[config.mk]
export PLATFORM = sky130hd
export DESIGN_NAME = video_timing_gen
export DESIGN_NICKNAME = d
export VERILOG_FILES = /design/src/rtl/video_timing_gen.sv
export SDC_FILE = /design/constraint.sdc
export NUM_CORES = 1
export LEC_CHECK = 0
export BUFFER_PORTS_ARGS = -buffer_cell sky130_fd_sc_hd__buf_2
export CAP_MARGIN = 15
export CORE_MARGIN = 2
export CORE_UTILIZATION = 45
export DETAILED_ROUTE_END_ITERATION = 6
export GPL_TIMING_DRIVEN = 0
export PLACE_DENSITY = 0.68
export SLEW_MARGIN = 0
export SYNTH_ARGS = -nofsm -noshare
export SYNTH_HDL_FRONTEND = slang
export SYNTH_SLANG_ARGS = --single-unit
export TNS_END_PERCENT = 30
[constraint.sdc]
create_clock -name clk -period 3.7 [get_ports clk]
set_clock_uncertainty 0.05 [all_clocks]
set_input_delay 0.555 -clock clk [delete_from_list [all_inputs] [get_ports clk]]
set_output_delay 0.555 -clock clk [all_outputs]
set_load 0.02 [all_outputs]
[src/rtl/video_timing_gen.sv]
// video_timing_gen: parametrised raster timing with programmable sync polarity,
// pipelined sync/de outputs and x1/x2/x4 replicated frame-buffer addressing.
module video_timing_gen #(
    parameter int H_DISPLAY  = 640,
    parameter int H_FRONT    = 16,
    parameter int H_SYNC     = 96,
    parameter int H_BACK     = 48,
    parameter int V_DISPLAY  = 480,
    parameter int V_FRONT    = 10,
    parameter int V_SYNC     = 2,
    parameter int V_BACK     = 33,
    parameter int H_SYNC_POL = 0,
    parameter int V_SYNC_POL = 0,
    parameter int PIPE_DELAY = 2,
    parameter int CNT_W      = 11,
    parameter int ADDR_W     = 19
) (
    input  logic              clk,
    input  logic              reset_n,
    input  logic              pix_ce,
    input  logic [1:0]        h_scale,
    input  logic [1:0]        v_scale,
    output logic [CNT_W-1:0]  hpos,
    output logic [CNT_W-1:0]  vpos,
    output logic [ADDR_W-1:0] display_addr,
    output logic              hsync,
    output logic              vsync,
    output logic              display_on,
    output logic              frame_start,
    output logic              line_start
);
    localparam int H_TOTAL = H_DISPLAY + H_FRONT + H_SYNC + H_BACK;
    localparam int V_TOTAL = V_DISPLAY + V_FRONT + V_SYNC + V_BACK;
    localparam logic [CNT_W-1:0] H_LAST = CNT_W'(H_TOTAL - 1);
    localparam logic [CNT_W-1:0] V_LAST = CNT_W'(V_TOTAL - 1);
    localparam logic [CNT_W-1:0] H_DE_END = CNT_W'(H_DISPLAY);
    localparam logic [CNT_W-1:0] V_DE_END = CNT_W'(V_DISPLAY);
    localparam logic [CNT_W-1:0] H_SY_BEG = CNT_W'(H_DISPLAY + H_FRONT);
    localparam logic [CNT_W-1:0] H_SY_END = CNT_W'(H_DISPLAY + H_FRONT + H_SYNC);
    localparam logic [CNT_W-1:0] V_SY_BEG = CNT_W'(V_DISPLAY + V_FRONT);
    localparam logic [CNT_W-1:0] V_SY_END = CNT_W'(V_DISPLAY + V_FRONT + V_SYNC);
    localparam logic [ADDR_W-1:0] H_DISP_A = ADDR_W'(H_DISPLAY);
    localparam logic H_ACT = H_SYNC_POL[0];
    localparam logic V_ACT = V_SYNC_POL[0];

    logic [CNT_W-1:0]      r_hpos, r_vpos;
    logic [ADDR_W-1:0]     r_addr, r_line_base;
    logic [1:0]            r_hscale, r_vscale, r_sub_px, r_sub_ln;
    logic [PIPE_DELAY-1:0] r_de_pipe, r_hs_pipe, r_vs_pipe;
    logic                  r_frame_start, r_line_start;

    logic                  w_h_wrap, w_v_wrap, w_frame, w_de_nx;
    logic                  w_de_raw, w_hs_raw, w_vs_raw;
    logic [CNT_W-1:0]      w_hpos_nx, w_vpos_nx;
    logic [1:0]            w_hscale_nx, w_vscale_nx, w_px_max, w_ln_max;
    logic [1:0]            w_sub_px_nx, w_sub_ln_nx;
    logic [ADDR_W-1:0]     w_stride, w_base_nx, w_addr_nx;

    assign w_h_wrap    = r_hpos == H_LAST;
    assign w_v_wrap    = r_vpos == V_LAST;
    assign w_frame     = w_h_wrap && w_v_wrap;
    assign w_hpos_nx   = w_h_wrap ? '0 : r_hpos + 1'b1;
    assign w_vpos_nx   = !w_h_wrap ? r_vpos : (w_v_wrap ? '0 : r_vpos + 1'b1);
    assign w_de_nx     = w_hpos_nx < H_DE_END && w_vpos_nx < V_DE_END;
    assign w_de_raw    = r_hpos < H_DE_END && r_vpos < V_DE_END;
    assign w_hs_raw    = r_hpos >= H_SY_BEG && r_hpos < H_SY_END;
    assign w_vs_raw    = r_vpos >= V_SY_BEG && r_vpos < V_SY_END;
    assign w_hscale_nx = h_scale == 2'd0 ? 2'd0 : (h_scale == 2'd1 ? 2'd1 : 2'd2);
    assign w_vscale_nx = v_scale == 2'd0 ? 2'd0 : (v_scale == 2'd1 ? 2'd1 : 2'd2);
    assign w_px_max    = r_hscale == 2'd0 ? 2'd0 : (r_hscale == 2'd1 ? 2'd1 : 2'd3);
    assign w_ln_max    = r_vscale == 2'd0 ? 2'd0 : (r_vscale == 2'd1 ? 2'd1 : 2'd3);
    assign w_stride    = H_DISP_A >> r_hscale;

    // Address tracks the position the counters move to, so it lands in the same edge.
    always_comb begin
        w_base_nx   = r_line_base;
        w_addr_nx   = r_addr;
        w_sub_px_nx = r_sub_px;
        w_sub_ln_nx = r_sub_ln;
        if (w_frame) begin
            w_base_nx   = '0;
            w_addr_nx   = '0;
            w_sub_px_nx = '0;
            w_sub_ln_nx = '0;
        end else if (w_h_wrap) begin
            if (w_de_nx) begin
                w_sub_ln_nx = r_sub_ln == w_ln_max ? 2'd0 : r_sub_ln + 2'd1;
                w_base_nx   = r_sub_ln == w_ln_max ? r_line_base + w_stride : r_line_base;
                w_addr_nx   = w_base_nx;
                w_sub_px_nx = '0;
            end
        end else if (w_de_nx) begin
            w_sub_px_nx = r_sub_px == w_px_max ? 2'd0 : r_sub_px + 2'd1;
            w_addr_nx   = r_sub_px == w_px_max ? r_addr + 1'b1 : r_addr;
        end
    end

    always_ff @(posedge clk or negedge reset_n) begin
        if (!reset_n) begin
            r_hpos        <= H_LAST;
            r_vpos        <= V_LAST;
            r_addr        <= '0;
            r_line_base   <= '0;
            r_sub_px      <= '0;
            r_sub_ln      <= '0;
            r_hscale      <= '0;
            r_vscale      <= '0;
            r_de_pipe     <= '0;
            r_hs_pipe     <= '0;
            r_vs_pipe     <= '0;
            r_frame_start <= 1'b0;
            r_line_start  <= 1'b0;
        end else begin
            r_frame_start <= pix_ce && w_frame;
            r_line_start  <= pix_ce && w_h_wrap;
            if (pix_ce) begin
                r_hpos      <= w_hpos_nx;
                r_vpos      <= w_vpos_nx;
                r_addr      <= w_addr_nx;
                r_line_base <= w_base_nx;
                r_sub_px    <= w_sub_px_nx;
                r_sub_ln    <= w_sub_ln_nx;
                r_de_pipe   <= (r_de_pipe << 1) | PIPE_DELAY'(w_de_raw);
                r_hs_pipe   <= (r_hs_pipe << 1) | PIPE_DELAY'(w_hs_raw);
                r_vs_pipe   <= (r_vs_pipe << 1) | PIPE_DELAY'(w_vs_raw);
                if (w_frame) begin
                    r_hscale <= w_hscale_nx;
                    r_vscale <= w_vscale_nx;
                end
            end
        end
    end

    assign hpos         = r_hpos;
    assign vpos         = r_vpos;
    assign display_addr = r_addr;
    assign display_on   = r_de_pipe[PIPE_DELAY-1];
    assign hsync        = r_hs_pipe[PIPE_DELAY-1] ? H_ACT : ~H_ACT;
    assign vsync        = r_vs_pipe[PIPE_DELAY-1] ? V_ACT : ~V_ACT;
    assign frame_start  = r_frame_start;
    assign line_start   = r_line_start;
endmodule

# Word-level counts from Yosys, hierarchy flattened
# Cells that the tools add are included.
[totals] regBits=76 output_inout_bits=46
[classes] add_sub_neg=6 n_lt_le_gt_ge=8 eq_ne=8 n_shift=1 mux=30 bitwise_logic=3 reduce_logical=18
[op_table] op="19-bit 2-to-1 mux" count=8
[op_table] op="2-bit 2-to-1 mux" count=17
[op_table] op="11-bit by 10-bit less-than comparator with 1-bit output, second input constant" count=3
[op_table] op="11-bit by 9-bit less-than comparator with 1-bit output, second input constant" count=3
[op_table] op="11-bit 2-to-1 mux" count=3
[op_table] op="11-bit by 1-bit adder with 11-bit output, second input constant" count=2
[op_table] op="11-bit by 10-bit == test with 1-bit output, second input constant" count=2
[op_table] op="19-bit by 1-bit adder with 19-bit output, second input constant" count=1
[op_table] op="19-bit adder" count=1
[op_table] op="10-bit by 2-bit >> shifter with 19-bit output, first input constant" count=1
[op_table] op="11-bit by 10-bit greater-or-equal comparator with 1-bit output, second input constant" count=1
[op_table] op="11-bit by 9-bit greater-or-equal comparator with 1-bit output, second input constant" count=1
[op_table] op="2-bit by 1-bit == test with 1-bit output, second input constant" count=4
[op_table] op="2-bit zero test" count=4
[op_table] op="1-bit logical AND" count=7
[op_table] op="2-bit by 1-bit OR with 2-bit output" count=3
[op_table] op="3-bit AND reduction" count=2
[op_table] op="2-bit by 1-bit adder with 2-bit output, second input constant" count=2
[op_table] op="2-bit == test" count=2
[op_table] op="2-bit AND reduction" count=2
[op_table] op="2-bit nonzero test" count=2
[op_table] op="3-bit nonzero test" count=1
[op_table] op="1-bit 2-to-1 mux" count=2

# Longest topological paths before layout
[logic_depth] depth_word=8 mapped_depth=11

# Least setup slack after synthesis
# No wires, ideal clock.
[synth_timing] path_type="reg2reg" start="register r_hpos[5] (netlist: hpos[5])" end="register r_line_base[5]" setup_time_ns=0.127 t_arrival_ns=3.075 required_time_ns=3.523 slack_ns=0.448 stages_incl_launch_ff=11 path_buffers=3 path_cell_list="dfrtp_1 clkbuf_1 or4_1 buf_2 or4_4 or3_1 a41oi_2 a21o_1 or2_1 buf_4 mux2_1"
[synth_via] elab_chain_len=6
[synth_rtl] item="from (decl)" line="46" rtl="logic [CNT_W-1:0] r_hpos, r_vpos;"
[synth_rtl] item="from (signal assigned)" line="117" rtl="r_hpos <= w_hpos_nx;"
[synth_rtl] item="11-bit by 1-bit adder with 11-bit output or 11-bit by 10-bit == test with 1-bit output (tied branches)" line="62, 59"
[synth_rtl] item="11-bit 2-to-1 mux, on equally long branches" line="62, 63"
[synth_rtl] item="11-bit by 10-bit less-than comparator with 1-bit output or 11-bit by 9-bit less-than comparator with 1-bit output (tied branches)" line="64" rtl="assign w_de_nx = w_hpos_nx < H_DE_END && w_vpos_nx < V_DE_END;"
[synth_rtl] item="1-bit logical AND" line="64"
[synth_rtl] item="2-bit nonzero test (no source line)"
[synth_rtl] item="3-bit AND reduction (no source line)"
[synth_rtl] item="to (signal assigned)" line="120" rtl="r_line_base <= w_base_nx;"
[synth_rtl] item="to (decl)" line="47" rtl="logic [ADDR_W-1:0] r_addr, r_line_base;"
# Parallel ways exist; a longest one is shown, timed or not.
# A chain may end at the register's enable or synchronous reset.

# Worst setup path in the final report
[layout_timing] start="register r_hpos[5] (netlist: hpos[5])" end="register r_addr[15] (netlist: display_addr[15])"
[layout_via] elab_chain_len=6
[layout_rtl] item="11-bit by 1-bit adder with 11-bit output or 11-bit by 10-bit == test with 1-bit output (tied branches)" line="62, 59"
[layout_rtl] item="11-bit 2-to-1 mux, on equally long branches" line="62, 63"
[layout_rtl] item="11-bit by 10-bit less-than comparator with 1-bit output or 11-bit by 9-bit less-than comparator with 1-bit output (tied branches)" line="64"
[layout_rtl] item="1-bit logical AND" line="64"
[layout_rtl] item="2-bit nonzero test (no source line)"
[layout_rtl] item="3-bit AND reduction (no source line)"
[layout_rtl] item="to (signal assigned)" line="119" rtl="r_addr <= w_addr_nx;"
[layout_rtl] item="to (decl)" line="47"
# Parallel ways exist; a longest one is shown, timed or not.

==> impl_metrics.env <==
export IMPL_antennaDiodeCount=0
export IMPL_holdWs_ns=0.0859
export IMPL_path_clk_slew_ns=0.08
export IMPL_critical_path_endpoint_type="flip-flop"
export IMPL_syn_inst=504
export IMPL_cts_tree="done"
export IMPL_synth_cell_type_count=62
export IMPL_synth_seq_cells=72
export IMPL_switching_share_pct=30.6
export IMPL_drtIter0Drc=307
export IMPL_path_class="flip-flop to flip-flop"
export IMPL_final_hold_viol_count=0
export IMPL_die_width_um=103
export IMPL_place_area_sq_um=4880
export IMPL_syn_to_final_growth_pct=15.5
export IMPL_gpl_final_weighted_congestion=0.909
export IMPL_leakagePower_nw=2.22
export IMPL_p_int_mw=1.38
export IMPL_dieArea_sq_um=10700
export IMPL_cts_buffer_depth=2
export IMPL_p_comb_share_pct=17.4
export IMPL_antenna_found_initial=0
export IMPL_final_area_sq_um=5120
export IMPL_pwr_share_clk_pct=35.4
export IMPL_rsz0062_at_grt="false"
export IMPL_die_h_um=103
export IMPL_coreArea_sq_um=9680
export IMPL_io_buffers=52
export IMPL_num_rows=36
export IMPL_final_cell_mix="nand2_1, dfrtp_1, buf_2"
export IMPL_syn_avg_cell_area_sq_um=8.80
export IMPL_fmaxAchievable_ghz=0.283
export IMPL_cts_sinks=72
export IMPL_grt_pass1_vias=4009
export IMPL_drcViolationCount=0
export IMPL_finalCritPeriodShare_pct=95.5
export IMPL_layout_cells_non_filler=706
export IMPL_post_route_worst_setup_slack_ns=0.168
export IMPL_dp_cells=690
export IMPL_h_tree_depth=3
export IMPL_dp_hpwl_um=8630
export IMPL_ff2ff_path_depth=9
export IMPL_antenna_left=0
export IMPL_grt_ovfl_total=0
export IMPL_final_max_slew_viol_count=0
export IMPL_setup_violations_final=0
export IMPL_io_pin_count=53
export IMPL_max_cap_violations=0
export IMPL_fin_setup_tns_ns=0
export IMPL_maxSlewHeadroom_pct=54.1
export IMPL_ys_seq_area_share_pct=40.9
export IMPL_cts_buffers=9
export IMPL_layout_nets=586
export IMPL_seq_power_share_pct=47.2
export IMPL_dr_pass1_iters=5
export IMPL_grt_pass1_wl_um=19400
export IMPL_cp_max_fo=9
export IMPL_wirelength_um=11800
export IMPL_syn_cell_area_sq_um=4430
export IMPL_syn_nets=522
export IMPL_ctsRootBufferMaster="clkbuf_8"
export IMPL_powerDensity_nw_per_um2=387
export IMPL_hold_path_class="primary input to asynchronous set/reset pin"
export IMPL_post_drt_via_cell_ratio=5.95
export IMPL_arrival_ns=3.74
export IMPL_ys_async_sr_fraction_pct=100
export IMPL_num_vias=4203
export IMPL_drive_above_1_share_pct=17.3
export IMPL_critPathRequiredTime_ns=3.91
export IMPL_synth_edf_count=0
export IMPL_ir_drop_mv=0.316
export IMPL_status="completed"
export IMPL_synth_ff_type="dfrtp_1"
export IMPL_wire_per_inst_um=16.7
export IMPL_period_needed_ns=3.53
export IMPL_tightestPinTransition_ns=0.687
export IMPL_cp_start_kind="flip-flop"
export IMPL_grt_start_max_net_pins=40
export IMPL_insertion_delay_ns=0.35
export IMPL_grt_total_usage_pct=23.3
export IMPL_switchingPower_mw=0.607
export IMPL_pre_cts_slack_ns=0.0737
export IMPL_yosys_warnings=0
export IMPL_start_util_pct=45.8
[logic make-up after synthesis]
| group | count (synthesis) | synth area share [%] |
|---|---|---|
| buffers and inverters | 46 | 4.26 |
| flip-flops | 72 | 40.9 |
| XOR/XNOR | 21 | 4.15 |
| adder cells (fa/ha/maj) | 11 | 3.27 |
| AND/OR/NAND/NOR | 195 | 21.9 |
| AO/OA/AOI/OAI | 153 | 24.0 |
| multiplexers | 6 | 1.50 |
[power by group through the flow]
stage | Combinational (mW) | Sequential (mW) | Clock [mW]
floorplan | 0.166 | 0.995 | 0
global placement | 0.334 | 0.945 | 0
detailed placement | 0.344 | 0.951 | 0
CTS | 0.345 | 0.937 | 0.718
global route | 0.381 | 0.949 | 0.742
finish | 0.345 | 0.937 | 0.702
[layout make-up]
| cell class | count | area, sq um |
|---|---|---|
| fill | 923 | 4560 |
| multi-input combinational | 386 | 2450 |
| sequential | 72 | 1810 |
| timing repair buffer | 53 | 283 |
| tap | 133 | 166 |
| clock buffer | 11 | 141 |
| buffer | 27 | 118 |
| clock inverter | 5 | 80.1 |
| inverter | 19 | 71.3 |
[stage by stage]
stage / total power [mW] / utilization [%]
CTS: 2.00 / 52.7
detailed placement: 1.30 / 50.4
global placement: 1.28 / 50.2
floorplan: 1.16 / -
finish: 1.98 / 52.9
global route: 2.07 / 52.9
[flip-flops by register name, summed over array words and instances (netlist names)]
name and count:
r_sub_ln 2, r_vs_pipe 2, r_sub_px 2, r_line_base 15, hpos 11, r_de_pipe 2, frame_start 1, r_vscale 2
r_hs_pipe 2, r_hscale 2, line_start 1, vpos 11, display_addr 19
[critical path, stage by stage, from the launching register on]
cell      delay, ns
dfrtp_1        0.38
clkbuf_1       0.19
or4_1          0.43
buf_2          0.18
or4_4          0.56
o21ai_1        0.18
a41oi_2        0.21
a211oi_2       0.66
o21ai_0        0.37
o22ai_1        0.22
[Yosys cell counts (all sizes together), types with 10 or more instances]
| cell | number | area share, % |
|---|---|---|
| dfrtp | 62 | 35 |
| nand2 | 62 | 5.2 |
| o21ai | 46 | 5.2 |
| nor2 | 34 | 2.9 |
| nand3 | 26 | 2.9 |
| a21oi | 25 | 2.8 |
| clkbuf | 19 | 1.6 |
| inv | 19 | 1.6 |
| o31ai | 18 | 3.0 |
| nand4 | 15 | 2.1 |
| xnor2 | 14 | 2.8 |
| a22o | 11 | 2.2 |
| dfstp | 10 | 5.9 |
| ha | 10 | 2.8 |
| nor3 | 10 | 1.1 |
[routing by layer]
metal,GRT usage (%),wire length [um]
met5,0,0
met4,8.70,223
met3,5.04,751
met2,38.8,5720
met1,29.8,5120
[timing repair]
action,in CTS,in global routing
setup buffers,0,0
gates resized for setup,0,3
setup endpoints to repair,0,15
hold buffers,0,0
[worst paths after layout]
path	start	end	slack, ns
worst min register to register	r_hs_pipe[0]	r_hs_pipe[1]	0.44
worst min-delay path	reset_n	vpos[5]	0.09
worst max-delay path	hpos[5]	display_addr[15]	0.17
min in group clk	h_scale[0]	r_hscale[0]	0.39
worst max register to register	hpos[5]	display_addr[15]	0.17
max in group asynchronous	reset_n	vpos[3]	2.91
No activity file was read; power rests on OpenSTA's default activity.
